$ cat src/rtl/mux_byte_serializer_pkg.sv
// Shared widths, FSM state encoding and select start/end helpers for the byte serializer.
package mux_byte_serializer_pkg;

  localparam int unsigned BYTE_W = 8;
  localparam int unsigned SEL_W  = 3;
  localparam int unsigned HOLD_W = 8;

  typedef enum logic {
    ST_IDLE  = 1'b0,
    ST_SHIFT = 1'b1
  } state_t;

  function automatic logic [SEL_W-1:0] sel_first(input bit lsb_first);
    return lsb_first ? '0 : '1;
  endfunction

  function automatic logic [SEL_W-1:0] sel_last(input bit lsb_first);
    return lsb_first ? '1 : '0;
  endfunction

endpackage

$ cat src/rtl/mux_8to1.sv
// Plain 8:1 bit multiplexer: y is data[sel].
module mux_8to1 (
  input  logic [7:0] data,
  input  logic [2:0] sel,
  output logic       y
);

  always_comb begin
    y = data[sel];
  end

endmodule

$ cat src/rtl/mux_byte_serializer.sv
// Accepts a byte over valid/ready and walks the mux_8to1 select through all eight
// positions, holding each bit CYCLES_PER_BIT cycles with valid/last framing.
module mux_byte_serializer
  import mux_byte_serializer_pkg::*;
#(
  parameter int unsigned CYCLES_PER_BIT = 1,
  parameter bit          LSB_FIRST      = 1'b1
) (
  input  logic              clk,
  input  logic              rst_n,
  input  logic [BYTE_W-1:0] in_data,
  input  logic              in_valid,
  output logic              in_ready,
  output logic              ser_out,
  output logic              ser_valid,
  output logic              ser_last,
  output logic [SEL_W-1:0]  select_out,
  output logic              busy
);

  if (CYCLES_PER_BIT == 0 || CYCLES_PER_BIT > 255) begin : g_bad_cycles_per_bit
    $error("mux_byte_serializer: CYCLES_PER_BIT must be in 1..255");
  end

  localparam logic [SEL_W-1:0]  SEL_FIRST = sel_first(LSB_FIRST);
  localparam logic [SEL_W-1:0]  SEL_LAST  = sel_last(LSB_FIRST);
  localparam logic [HOLD_W-1:0] HOLD_MAX  = HOLD_W'(CYCLES_PER_BIT - 1);

  state_t              state, state_d;
  logic [BYTE_W-1:0]   data_reg, data_d;
  logic [SEL_W-1:0]    sel, sel_d;
  logic [HOLD_W-1:0]   hold, hold_d;
  logic                bit_done;
  logic                byte_done;
  logic                accept;

  always_ff @(posedge clk or negedge rst_n) begin
    if (!rst_n) begin
      state    <= ST_IDLE;
      data_reg <= '0;
      sel      <= '0;
      hold     <= '0;
    end else begin
      state    <= state_d;
      data_reg <= data_d;
      sel      <= sel_d;
      hold     <= hold_d;
    end
  end

  // in_ready depends only on registers, so accepting in the final bit cycle
  // gives zero-gap streaming without an input-to-output path.
  always_comb begin
    bit_done  = (hold == HOLD_MAX);
    byte_done = (state == ST_SHIFT) && bit_done && (sel == SEL_LAST);
    in_ready  = (state == ST_IDLE) || byte_done;
    accept    = in_valid && in_ready;

    state_d = state;
    data_d  = data_reg;
    sel_d   = sel;
    hold_d  = hold;

    unique case (state)
      ST_IDLE: begin
        if (accept) begin
          state_d = ST_SHIFT;
          data_d  = in_data;
          sel_d   = SEL_FIRST;
          hold_d  = '0;
        end
      end
      ST_SHIFT: begin
        if (!bit_done) begin
          hold_d = hold + 8'd1;
        end else if (sel != SEL_LAST) begin
          hold_d = '0;
          sel_d  = LSB_FIRST ? sel + 3'd1 : sel - 3'd1;
        end else if (accept) begin
          data_d = in_data;
          sel_d  = SEL_FIRST;
          hold_d = '0;
        end else begin
          state_d = ST_IDLE;
          hold_d  = '0;
        end
      end
      default: begin
        state_d = ST_IDLE;
      end
    endcase
  end

  always_comb begin
    ser_valid  = (state == ST_SHIFT);
    busy       = (state == ST_SHIFT);
    ser_last   = (state == ST_SHIFT) && (sel == SEL_LAST);
    select_out = sel;
  end

  mux_8to1 u_mux (
    .data (data_reg),
    .sel  (sel),
    .y    (ser_out)
  );

endmodule

$ cat config.mk
export PLATFORM = sky130hd
export DESIGN_NAME = mux_byte_serializer
export DESIGN_NICKNAME = d
export VERILOG_FILES = /design/src/rtl/mux_byte_serializer_pkg.sv /design/src/rtl/mux_8to1.sv /design/src/rtl/mux_byte_serializer.sv
export SDC_FILE = /design/constraint.sdc
export NUM_CORES = 1
export LEC_CHECK = 0
export CORE_MARGIN = 4
export CORE_UTILIZATION = 50
export DETAILED_ROUTE_END_ITERATION = 10
export GPL_ROUTABILITY_DRIVEN = 0
export PLACE_DENSITY = 0.81
export REMOVE_ABC_BUFFERS = 1
export SYNTH_ARGS = -nofsm -noshare
export SYNTH_HDL_FRONTEND = slang
export SYNTH_SLANG_ARGS = --single-unit
$ cat constraint.sdc
create_clock -name clk -period 3.53 [get_ports clk]
set_input_delay 0.706 -clock clk [delete_from_list [all_inputs] [get_ports clk]]
set_output_delay 0.706 -clock clk [all_outputs]
set_load 0.005 [all_outputs]
==> results.sh <==
export IMPL_syn_area_um2=1050
export IMPL_clockBufferDepth=2
export IMPL_max_cap_viol_count=0
export IMPL_h_tree_depth=1
export IMPL_clkLatencyLatePin_ns=0.30
export IMPL_layoutNonFillerInstCount=129
export IMPL_drive_gt1_share_pct=23.5
export IMPL_detail_route_antenna_nets=0
export IMPL_holdBufCountCts=0
export IMPL_die_height_um=53.7
export IMPL_arrival_ns=2.31
export IMPL_dpl_hpwl_um=1450
export IMPL_critical_path_peak_fanout=5
export IMPL_postPlaceCellArea_um2=1250
export IMPL_netlist_cell_type_count=32
export IMPL_syn_to_final_growth_pct=24.4
export IMPL_grt_pass1_vias=696
export IMPL_placedCellCount=125
export IMPL_synth_seq_cells=20
export IMPL_num_antenna_cells=0
export IMPL_proportion_of_register_bits_with_asynchronous_set_or_reset_after_synthesis_pct=100
export IMPL_ios=19
export IMPL_post_synth_main_area_contributors="sky130_fd_sc_hd__dfrtp_1, sky130_fd_sc_hd__mux2_2, sky130_fd_sc_hd__ha_1"
export IMPL_worst_clock_skew_ns=0.00309
export IMPL_post_cts_resized=0
export IMPL_post_route_min_period_ns=3.01
export IMPL_drc_errors=0
export IMPL_synth_edff_count=0
export IMPL_cts_repair_timing_setup_buffer_count=0
export IMPL_clock_sinks=20
export IMPL_post_synth_top_count_cell="sky130_fd_sc_hd__dfrtp_1"
export IMPL_initial_core_utilization_pct=52.8
export IMPL_layout_cell_area_non_filler_um2=1300
export IMPL_worst_ir_drop_vdd_uv=195
export IMPL_grt_pass1_wl_um=3190
export IMPL_status="complete, no violations"
export IMPL_final_core_utilization_pct=65.7
export IMPL_rsz_0062_raised_after_global_routing="no"
export IMPL_root_buffer="sky130_fd_sc_hd__clkbuf_4"
export IMPL_path_class="reg -> out"
export IMPL_std_cell_rows=16
export IMPL_synth_yosys_seq_area_share_pct=47.8
export IMPL_drv_slew=0
export IMPL_drt_pass1_iter_count=4
export IMPL_finalSetupViolations=0
export IMPL_grt_start_max_net_pins=21
export IMPL_power_density_nw_per_um2=332
export IMPL_cts_reportedPaths_clkPinSlew_ns=0.11
export IMPL_num_nets_final=118
export IMPL_first_iter_violations=16
export IMPL_routed_wirelength_um=1960
export IMPL_portBuffers=18
export IMPL_cts_tree="built"
export IMPL_yosysTopAreaCellShare_pct=47.8
export IMPL_leakage_nw=0.596
export IMPL_critical_path_capture_point_type="output pin"
export IMPL_timing_hold_ws_ns=0.519
export IMPL_post_synth_top_area_cell="sky130_fd_sc_hd__dfrtp_1"
export IMPL_hold_class="reg -> reg"
export IMPL_grt_antenna_before_repair=0
export IMPL_grtUsageTotal_pct=15.4
export IMPL_worst_slew_pin_transition_ns=0.872
export IMPL_grt_ovfl_total=0
export IMPL_design_core_area_um2=1980
export IMPL_worst_ep_required_time_ns=2.82
export IMPL_numCtsBuffers=3
export IMPL_count_of_endpoints_failing_hold_in_the_final_timing_report=0
export IMPL_synthesis_yosys_warnings=0
export IMPL_setup_total_negative_slack_ns=0
export IMPL_floorplan_die_area_um2=2890
export IMPL_relative_slew_slack_pct=41.7
export IMPL_syn_area_per_cell_um2=12.8
export IMPL_routed_via_count=723
export IMPL_min_period_over_period_pct=85.3
export IMPL_maxClockFrequency_ghz=0.332
export IMPL_route_detailed_wl_per_inst_um=15.2
export IMPL_worst_setup_path_start_kind="flop"
export IMPL_synthCells=82
export IMPL_die_width_um=53.7
export IMPL_netlist_top_cells_count="sky130_fd_sc_hd__dfrtp_1, sky130_fd_sc_hd__mux2_2, sky130_fd_sc_hd__a22o_1, sky130_fd_sc_hd__nand3_1"
export IMPL_synth_top_flop_cell="sky130_fd_sc_hd__dfrtp_1"
export IMPL_route_detailed_vias_per_inst=5.60
layout make-up:
cell class | instances | area (µm²)
Fill cell | 143 | 681
Multi-Input combinational cell | 57 | 523
Sequential cell | 20 | 500
Timing Repair Buffer | 18 | 180
Tap cell | 27 | 33.8
Clock inverter | 1 | 30.0
Clock buffer | 3 | 22.5
Inverter | 3 | 11.3
cell families (layout without fill, tap and decap cells):
group / count (synthesis) / count (layout) / share of synthesized area, %
compound gates: 15 / 15 / 12.7
xor+xnor: 3 / 3 / 2.51
fa+ha+maj: 4 / 4 / 4.78
buf+inv: 5 / 25 / 2.15
flops: 20 / 20 / 47.8
mux: 12 / 12 / 15.4
simple gates: 23 / 23 / 14.6
final timing paths:
kind	slack, ns	from	end	cells after the start
setup / recovery	0.52	select_out[0]	in_ready	5
hold / removal	0.52	data_reg[4]	data_reg[4]	1
setup reg to reg	1.43	hold[0]	select_out[0]	6
hold reg to reg	0.52	data_reg[4]	data_reg[4]	1
max in group asynchronous	2.11	rst_n	data_reg[4]	1
min in group asynchronous	0.88	rst_n	hold[3]	1
layer usage:
metal	vias to the layer above	track usage [%]	share of wire, %
met5	-	0	0
met4	0	7.66	0.92
met3	2	2.49	4.7
met2	19	23.8	46
met1	353	20.9	49
li1	349	-	-
critical path, stage by stage (launching register included):
cell and delay [ns]:
sky130_fd_sc_hd__dfrtp_1 0.49, sky130_fd_sc_hd__ha_1 0.19, sky130_fd_sc_hd__ha_1 0.16, sky130_fd_sc_hd__or4b_1 0.45, sky130_fd_sc_hd__o21ai_2 0.19, sky130_fd_sc_hd__clkdlybuf4s50_1 0.53
power by group:
part	switching [mW]	total, mW	internal, mW
Sequential	0	0.229	0.229
Clock	0.0726	0.187	0.115
Combinational	0.00605	0.0159	0.00984
per-stage QoR:
stage / total power [mW] / setup WS, ns
detailed placement: 0.250 / 0.845
finish: 0.432 / 0.518
CTS: 0.435 / 0.501
global route: 0.444 / 0.381
floorplan: 0.234 / 1.42
global placement: 0.249 / 0.894
cell usage in the layout (no fill, tap or decap), types with 2 or more instances in the layout:
cell,n
sky130_fd_sc_hd__clkbuf_4,3
sky130_fd_sc_hd__mux4_2,2
sky130_fd_sc_hd__a22o_1,5
sky130_fd_sc_hd__clkdlybuf4s50_1,18
sky130_fd_sc_hd__xnor2_1,3
sky130_fd_sc_hd__ha_1,4
sky130_fd_sc_hd__nand2_1,4
sky130_fd_sc_hd__nand3_1,5
sky130_fd_sc_hd__dfrtp_1,20
sky130_fd_sc_hd__o21ai_0,2
sky130_fd_sc_hd__or3_1,2
sky130_fd_sc_hd__inv_1,3
sky130_fd_sc_hd__mux2_2,9
sky130_fd_sc_hd__o211ai_1,3
Power figures use the tool's default switching activity.
==> RTL edit, RTL diff (same settings) <==
Change the parameter `LSB_FIRST` from 1'b1 to 1'b0.
--- a/src/rtl/mux_byte_serializer.sv
+++ b/src/rtl/mux_byte_serializer.sv
@@ -4,7 +4,7 @@
   import mux_byte_serializer_pkg::*;
 #(
   parameter int unsigned CYCLES_PER_BIT = 1,
-  parameter bit          LSB_FIRST      = 1'b1
+  parameter bit          LSB_FIRST      = 1'b0
 ) (
   input  logic              clk,
   input  logic              rst_n,
Check against the original RTL: not equivalent (Yosys sat finds a counterexample within 4 cycles, from zero or initial values and one cycle with rst_n low).
==> RTL edit against the unedited design <==
Wire length increased by 16%. Fmax shrank 5.2%. Sequential cell count did not move. Worst setup slack got worse by 170 ps. Final area rose by 1.6%. Synthesized area up 5.0%. Core utilization fell by 0.25 points.
Power is not compared: it rests on default switching activity, and its combinational part moved more than twofold at a synthesized area within 25%.
==> RTL edit: results (changes against the unedited design) <==
| Metric | Value |
|---|---|
| Post-Synth Adder-Cell Area | `4.56% (-0.23 points)` |
| Vias in the first global route | `856 (+23%)` |
| Post-DRT Antenna Nets | `0 (unchanged)` |
| Hold_ws | `519 ps (+0.0270 ps)` |
| Min-delay src | `data_reg[2]` |
| Area post-placement | `1290 µm² (+3.0%)` |
| Port Buffer Count | `18 (unchanged)` |
| Area contributors post-synth | `dfrtp_1 46%, mux2_2 9.2%, ha_1 4.6%` |
| Multiplexer area fraction after synthesis | `14.2% (-1.2 points)` |
| Status | `finished clean` |
| Max_slew headroom | `42.0% (+0.36 points)` |
| Overall Global Routing Usage | `18.3% (+2.9 points)` |
| Met3 WL post-DR | `99 µm (+7.6%)` |
| Share of layout cells above drive strength 1 | `16.8% (-6.7 points)` |
| First-pass GRT wire length | `3830 µm (+20%)` |
| Post-synth top cells | `20 x dfrtp_1, 9 x mux2_2, 8 x inv_1, 7 x a21oi_1` |
| Via count | `849 (+17%)` |
| Hold Path Sink | `data_reg[2]` |
| Post-synthesis sequential area ratio | `45.6% (-2.3 points)` |
| Final Skew | `3.32 ps (+0.228 ps)` |
| Post-DR wirelength/cell | `15.6 µm (+2.7%)` |
| M1 GR Usage | `22.5% (+1.6 points)` |
| WL met1 | `960 µm (+0.63%)` |
| M2 GR Usage | `30.5% (+6.7 points)` |
| Cell count after placement | `142 (+14%)` |
| Synth Area in XOR/XNOR | `0.797% (-1.7 points)` |
| Prevailing post-synth register cell | `dfrtp_1` |
| Static Leak | `roughly 0.59 nW` |
| Worst-path fanout max | `8 (+3)` |
| R2r startpoint | `hold[0]` |
| Crit share post-route | `90.0% (+4.7 points)` |
| Mean Syn Cell Area | `11.0 µm² (-14%)` |
| WL met2 | `1170 µm (+32%)` |
| DRT iter0 DRCs | `8 (-8)` |
| R2R setup slack | `1450 ps (+20 ps)` |
| GRT met3 Usage | `3.27% (+0.78 points)` |
| Crit path DAT | `2470 ps (+160 ps)` |
| Final non-filler cell total | `146 (+13%)` |
| Highest metal used | `met4` |
| Number of gates resized after CTS | `0 (unchanged)` |
| Initial antenna violation count | `0 (unchanged)` |
| Post-DP HPWL | `1750 µm (+21%)` |
| Yosys cell types | `33 (+3.1%)` |
| Setup WS pre-CTS | `724 ps (-121 ps)` |
| Synth Area in Compound Gates | `13.1% (+0.42 points)` |
| Kind of critical path | `reg2out` |
RTL edit: cell families (layout without fill, tap and decap cells):
logic type / Yosys count / in the layout
XOR/XNOR: 1 / 1
AO/OA/AOI/OAI: 22 / 22
multiplexers: 12 / 12
AND/OR/NAND/NOR: 30 / 30
adder cells (fa/ha/maj): 4 / 4
buffers and inverters: 11 / 30
flip-flops: 20 / 20
RTL edit: layout make-up:
cell class,instances,area (µm²)
fillers,162,699
repair buffers,18,180
well taps,27,33.8
multi-input cells,69,542
clock buffers,4,36.3
flip-flops and latches,20,500
inverters,8,30.0
RTL edit: critical path, cell delays in order (launching register included):
cell and delay (ps):
dfrtp_1 440, inv_1 80, ha_1 150, nor4b_1 480, a21oi_1 350, nor2_1 180, clkdlybuf4s50_1 510
RTL edit: report_power, final:
group / internal (mW) / total (mW) / switching [mW]
Clock: 0.0630 / 0.129 / 0.0661
Sequential: 0.288 / 0.375 / 0.0871
Combinational: 0.132 / 0.239 / 0.107
